## config.mk

```make
export PLATFORM = sky130hd
export DESIGN_NAME = hdmi_tmds_encoder
export DESIGN_NICKNAME = d
export VERILOG_FILES = /design/src/rtl/hdmi_pkg.sv /design/src/rtl/tmds_channel.sv /design/src/rtl/hdmi_tmds_encoder.sv
export SDC_FILE = /design/constraint.sdc
export NUM_CORES = 1
export LEC_CHECK = 0
export ABC_AREA = 0
export CORE_ASPECT_RATIO = 1.75
export CORE_MARGIN = 1.5
export CORE_UTILIZATION = 62
export CTS_CLUSTER_DIAMETER = 40
export DETAILED_ROUTE_END_ITERATION = 8
export PLACE_DENSITY = 0.95
export SLEW_MARGIN = 20
export SYNTH_ARGS = -nofsm -noshare
export SYNTH_HDL_FRONTEND = slang
export SYNTH_SLANG_ARGS = --single-unit
```

## constraint.sdc

```tcl
create_clock -name clk_h -period 13.3 [get_ports clk_h]
set_input_delay 3.99 -clock clk_h [delete_from_list [all_inputs] [get_ports clk_h]]
set_output_delay 3.99 -clock clk_h [all_outputs]
set_load 0.02 [all_outputs]
```

## src/rtl/hdmi_pkg.sv

```systemverilog
// hdmi_pkg: TMDS control/guard symbol constants, period classes and control-code lookup.
package hdmi_pkg;
  localparam logic [9:0] CTRL_00 = 10'b1101010100;
  localparam logic [9:0] CTRL_01 = 10'b0010101011;
  localparam logic [9:0] CTRL_10 = 10'b0101010100;
  localparam logic [9:0] CTRL_11 = 10'b1010101011;
  localparam logic [9:0] GUARD_VID_C02 = 10'b1011001100;
  localparam logic [9:0] GUARD_VID_C1 = 10'b0100110011;
  typedef enum logic [1:0] {P_CTRL, P_PREAMBLE, P_GUARD, P_VIDEO} period_t;
  function automatic logic [9:0] ctrl_code(input logic [1:0] c);
    return c[1] ? (c[0] ? CTRL_11 : CTRL_10) : (c[0] ? CTRL_01 : CTRL_00);
  endfunction
endpackage

```

## src/rtl/tmds_channel.sv

```systemverilog
// tmds_channel: one TMDS lane; DVI 8b/10b video encode with running disparity, or control/guard symbol.
module tmds_channel
  import hdmi_pkg::*;
(
  input  logic       clk_h,
  input  logic       rst_h_n,
  input  logic [7:0] data_i,
  input  logic [1:0] ctrl_i,
  input  period_t    period_i,
  input  logic       guard_sel_i,
  output logic [9:0] sym_o
);
  logic [8:0] qm;
  logic [3:0] n1d, n1q, n0q;
  logic use_xnor;
  logic signed [4:0] cnt_q, cnt_d, cnt_v, diff;
  logic [9:0] sym_q, sym_d, sym_v;
  always_comb begin
    n1d = '0;
    for (int i = 0; i < 8; i++) n1d += {3'd0, data_i[i]};
    use_xnor = (n1d > 4'd4) || (n1d == 4'd4 && !data_i[0]);
    qm = '0;
    qm[0] = data_i[0];
    for (int i = 1; i < 8; i++) qm[i] = qm[i-1] ^ data_i[i] ^ use_xnor;
    qm[8] = ~use_xnor;
    n1q = '0;
    for (int i = 0; i < 8; i++) n1q += {3'd0, qm[i]};
    n0q = 4'd8 - n1q;
    diff = $signed({1'b0, n1q}) - $signed({1'b0, n0q});
    sym_v = {1'b0, qm[8], qm[7:0]};
    cnt_v = cnt_q - $signed({3'd0, ~qm[8], 1'b0}) + diff;
    if (cnt_q == 5'sd0 || n1q == n0q) begin
      sym_v = {~qm[8], qm[8], qm[8] ? qm[7:0] : ~qm[7:0]};
      cnt_v = qm[8] ? cnt_q + diff : cnt_q - diff;
    end else if ((!cnt_q[4] && n1q > n0q) || (cnt_q[4] && n0q > n1q)) begin
      sym_v = {1'b1, qm[8], ~qm[7:0]};
      cnt_v = cnt_q + $signed({3'd0, qm[8], 1'b0}) - diff;
    end
    sym_d = period_i == P_VIDEO ? sym_v :
            period_i == P_GUARD ? (guard_sel_i ? GUARD_VID_C1 : GUARD_VID_C02) : ctrl_code(ctrl_i);
    cnt_d = period_i == P_VIDEO ? cnt_v : 5'sd0;
  end
  always_ff @(posedge clk_h or negedge rst_h_n) begin
    if (!rst_h_n) begin
      sym_q <= CTRL_00;
      cnt_q <= 5'sd0;
    end else begin
      sym_q <= sym_d;
      cnt_q <= cnt_d;
    end
  end
  assign sym_o = sym_q;
endmodule

```

## src/rtl/hdmi_tmds_encoder.sv

```systemverilog
// hdmi_tmds_encoder: classifies scan position into period/syncs (S1) and TMDS-encodes three lanes (S2).
module hdmi_tmds_encoder
  import hdmi_pkg::*;
#(
  parameter int OSCREEN_WIDTH  = 720,
  parameter int OSCREEN_HEIGHT = 480,
  parameter int OFRAME_WIDTH   = 858,
  parameter int OFRAME_HEIGHT  = 525,
  parameter int HSYNC_START    = 736,
  parameter int HSYNC_LEN      = 62,
  parameter int VSYNC_START    = 489,
  parameter int VSYNC_LEN      = 6,
  parameter bit SYNC_ACTIVE    = 1'b0,
  parameter bit HDMI_MODE      = 1'b1
) (
  input  logic        clk_h,
  input  logic        rst_h_n,
  input  logic [9:0]  hx,
  input  logic [9:0]  hy,
  input  logic [23:0] rgb_h,
  output logic [9:0]  tmds_ch0,
  output logic [9:0]  tmds_ch1,
  output logic [9:0]  tmds_ch2,
  output logic        de
);
  localparam logic [10:0] SW = 11'(OSCREEN_WIDTH);
  localparam logic [10:0] SH = 11'(OSCREEN_HEIGHT);
  localparam logic [10:0] FW = 11'(OFRAME_WIDTH);
  localparam logic [10:0] FH = 11'(OFRAME_HEIGHT);
  localparam logic [10:0] HS = 11'(HSYNC_START);
  localparam logic [10:0] HE = 11'(HSYNC_START + HSYNC_LEN);
  localparam logic [10:0] VS = 11'(VSYNC_START);
  localparam logic [10:0] VE = 11'(VSYNC_START + VSYNC_LEN);
  logic [10:0] x, y;
  logic nla, hs_d, vs_d, hs_q, vs_q, de_q;
  period_t period_d, period_q;
  logic [23:0] rgb_q;
  always_comb begin
    x = {1'b0, hx};
    y = {1'b0, hy};
    nla = (y == FH - 11'd1) || (y + 11'd1 < SH);
    hs_d = (x >= HS && x < HE) ? SYNC_ACTIVE : ~SYNC_ACTIVE;
    vs_d = (y >= VS && y < VE) ? SYNC_ACTIVE : ~SYNC_ACTIVE;
    period_d = (x < SW && y < SH) ? P_VIDEO :
               (HDMI_MODE && nla && x >= FW - 11'd2 && x <= FW - 11'd1) ? P_GUARD :
               (HDMI_MODE && nla && x >= FW - 11'd10 && x <= FW - 11'd3) ? P_PREAMBLE : P_CTRL;
  end
  // Syncs reset to 0 so the symbol emitted one clock after release is still ctrl 00.
  always_ff @(posedge clk_h or negedge rst_h_n) begin
    if (!rst_h_n) begin
      period_q <= P_CTRL;
      hs_q     <= 1'b0;
      vs_q     <= 1'b0;
      rgb_q    <= '0;
      de_q     <= 1'b0;
    end else begin
      period_q <= period_d;
      hs_q     <= hs_d;
      vs_q     <= vs_d;
      rgb_q    <= rgb_h;
      de_q     <= period_q == P_VIDEO;
    end
  end
  tmds_channel u_ch0 (.clk_h(clk_h), .rst_h_n(rst_h_n), .data_i(rgb_q[7:0]), .ctrl_i({vs_q, hs_q}),
                      .period_i(period_q), .guard_sel_i(1'b0), .sym_o(tmds_ch0));
  tmds_channel u_ch1 (.clk_h(clk_h), .rst_h_n(rst_h_n), .data_i(rgb_q[15:8]),
                      .ctrl_i({1'b0, period_q == P_PREAMBLE}), .period_i(period_q),
                      .guard_sel_i(1'b1), .sym_o(tmds_ch1));
  tmds_channel u_ch2 (.clk_h(clk_h), .rst_h_n(rst_h_n), .data_i(rgb_q[23:16]), .ctrl_i(2'b00),
                      .period_i(period_q), .guard_sel_i(1'b0), .sym_o(tmds_ch2));
  assign de = de_q;
endmodule
```

==> impl_metrics.ini <==
[status]
status = finished clean

[placement]
placedCellCount = 849
finalWeightedCongestion = 0.936
dpl_worst_slack_ps = 4210
io_buffer_count = 75
hpwl_um = 11700

[global_route]
met3_usage_pct = 4.74
first_global_vias = 5461
grt_usage_pct = 30.8
gr-usage-met1_pct = 31.6
grt_pass1_wl_um = 25900
grt_max_degree = 75
antenna_found_initial = 0
grt-ovfl-total = 0
top_usage_layer = met2
use_met2_pct = 57.6

[yosys]
yosys-top-cells-area = dfrtp_1, ha_1, fa_1
yosys.area.top_type = dfrtp_1
synth.most_common_cell = inv_1
synthArstFlopShare_pct = 100
synth_common_cells = inv_1, ha_1, dfrtp_1, xnor2_1, fa_1
postSynthAreaPerCell_um2 = 9.76
synth_top_area_share_pct = 22.9
synth_nets = 816
synth-seq-cells = 74
yosysWarnings = 0
netlist_instances = 661
synth.cell_area_mm2 = 0.00645
synth_edf_count = 0
yosysSeqAreaShare_pct = 29.0
synth.distinct_cells = 76
yosys_most_used_dff = dfrtp_1

[critical_path]
worst_setup_path_end_kind = flip-flop
crit_buf_inv = 6
slowest_stage = fa_1
r2r_start = rgb_q[16]
crit_path_start = rgb_q[16]
critPathLaunchType = flip-flop
path_common_cell = fa_1
crit_required_ps = 13570
path_delay_family = adder cells
path_class = reg -> reg
crit_fanout = 12
crit_arrival_ps = 9580
critPathMaxStageDelay_ps = 810

[timing]
slew_headroom_pct = 30.3
setup_ws_ps = 3980
rsz0062_at_grt = false
fmax_mhz = 107
fin_setup_tns_ps = 0
tightest_slew_ps = 1040
finClkSkew_ps = 5.64
drv_slew = 0
hold_viol_final = 0
holdWs_ps = 514
setup_violations = 0
fin_crit_sh_pct = 70.0
period_needed_ps = 9320

[cells_and_area]
syn_to_final_growth_pct = 17.4
layoutNonFillerInstCount = 865
antenna_cells = 0
final_nets = 888
drive_gt1_share_pct = 8.67

[clocking]
cts_tree = yes
clk_pin_slew_ps = 60
clock_latency_ps = 340
htreeDepth = 3
cts_buffer_depth = 2
post_cts_buffers = 0
cts_hold_buf = 0
cts_buffers = 9
post_cts_resized = 0
clockRootBuffer = clkbuf_16
clock_sinks = 74

[min_path]
hp-class = reg -> reg
holdCritStartpoint = u_ch2.cnt_q[0]

[route]
drc = 0
dr.pass1.iters = 5
detail-route-antenna-nets = 0
wirelength_um = 15600
avgViaCountPerCell = 5.89
drtIter0Drc = 361
wire_per_inst_um = 18.1
vias = 5097

[floorplanning]
pin_count = 77
die_w_um = 80.1
dieArea_mm2 = 0.0111
rows = 49
start_util_pct = 63.4
dieHeight_um = 138
core_area_mm2 = 0.0102

[flow_run]
drv_cap = 0
flip-flops by register name (all words and copies together) (netlist names):
register and count:
de 1, hs_q 1, period_q 2, rgb_q 24
u_ch0.cnt_q 5, u_ch0.sym_o 10, u_ch1.cnt_q 5, u_ch1.sym_o 10
u_ch2.cnt_q 5, u_ch2.sym_o 10, vs_q 1
layer usage:
layer,share of wire [%],wire [um],up-vias
met3,4.4,682,72
met4,5.7,891,0
li1,-,-,2323
met5,0,0,-
met2,56,8730,227
met1,34,5320,2475
cell type report:
type | count | area, um^2
Inverter | 105 | 394
Clock inverter | 3 | 40.0
Clock buffer | 13 | 250
Fill cell | 675 | 2600
Timing Repair Buffer | 77 | 763
Tap cell | 127 | 159
Sequential cell | 74 | 1870
Multi-Input combinational cell | 466 | 4100
worst reg2reg max path: cells and delay by family, from the launching register on:
family	cells	cell delay [ps]
muxes	1	210
buffers and inverters	6	400
xor gates and xnor gates	2	230
AOI/OAI and AO/OA	7	1660
adders and majority gates	13	5680
and+or+nand+nor	3	630
DFF	1	430
cells in the final DEF, fill, tap and decap left out, types with 29 or more instances in the layout:
master / netlist / routed
nor2_1: 32 / 32
inv_1: 102 / 102
fa_1: 36 / 36
dfrtp_1: 59 / 59
ha_1: 73 / 73
xnor2_1: 52 / 52
clkdlybuf4s50_1: 0 / 74
xor2_1: 29 / 29
a21oi_1: 33 / 33
cells by family after synthesis:
kind of cell               count (synthesis)  synth area share [%]
adders and majority gates                109                  25.3
muxes                                     17                  2.85
DFF                                       74                  29.0
buffers and inverters                    121                  7.44
and+or+nand+nor                          131                  10.8
xor gates and xnor gates                  83                  11.5
AOI/OAI and AO/OA                        126                  13.1
through the flow:
step,area (um^2),utilization (%)
after floorplan,6450,-
final,7580,74.5
after CTS,7580,74.5
after global routing,7580,74.5
after global placement,7290,71.6
after detailed placement,7290,71.6
final timing paths:
kind	endpoint	slack (ps)	cells past startpoint
worst max-delay path	u_ch2.cnt_q[4]	3980	32
worst min-delay path	u_ch2.cnt_q[0]	510	1
worst max register to register	u_ch2.cnt_q[4]	3980	32
worst min register to register	u_ch2.cnt_q[0]	510	1
max in group asynchronous	u_ch0.cnt_q[1]	8940	1
min in group asynchronous	u_ch1.sym_o[3]	3780	1
Power is not shown: default switching activity piles up to over one toggle a cycle in this logic, so the estimate is an artifact.
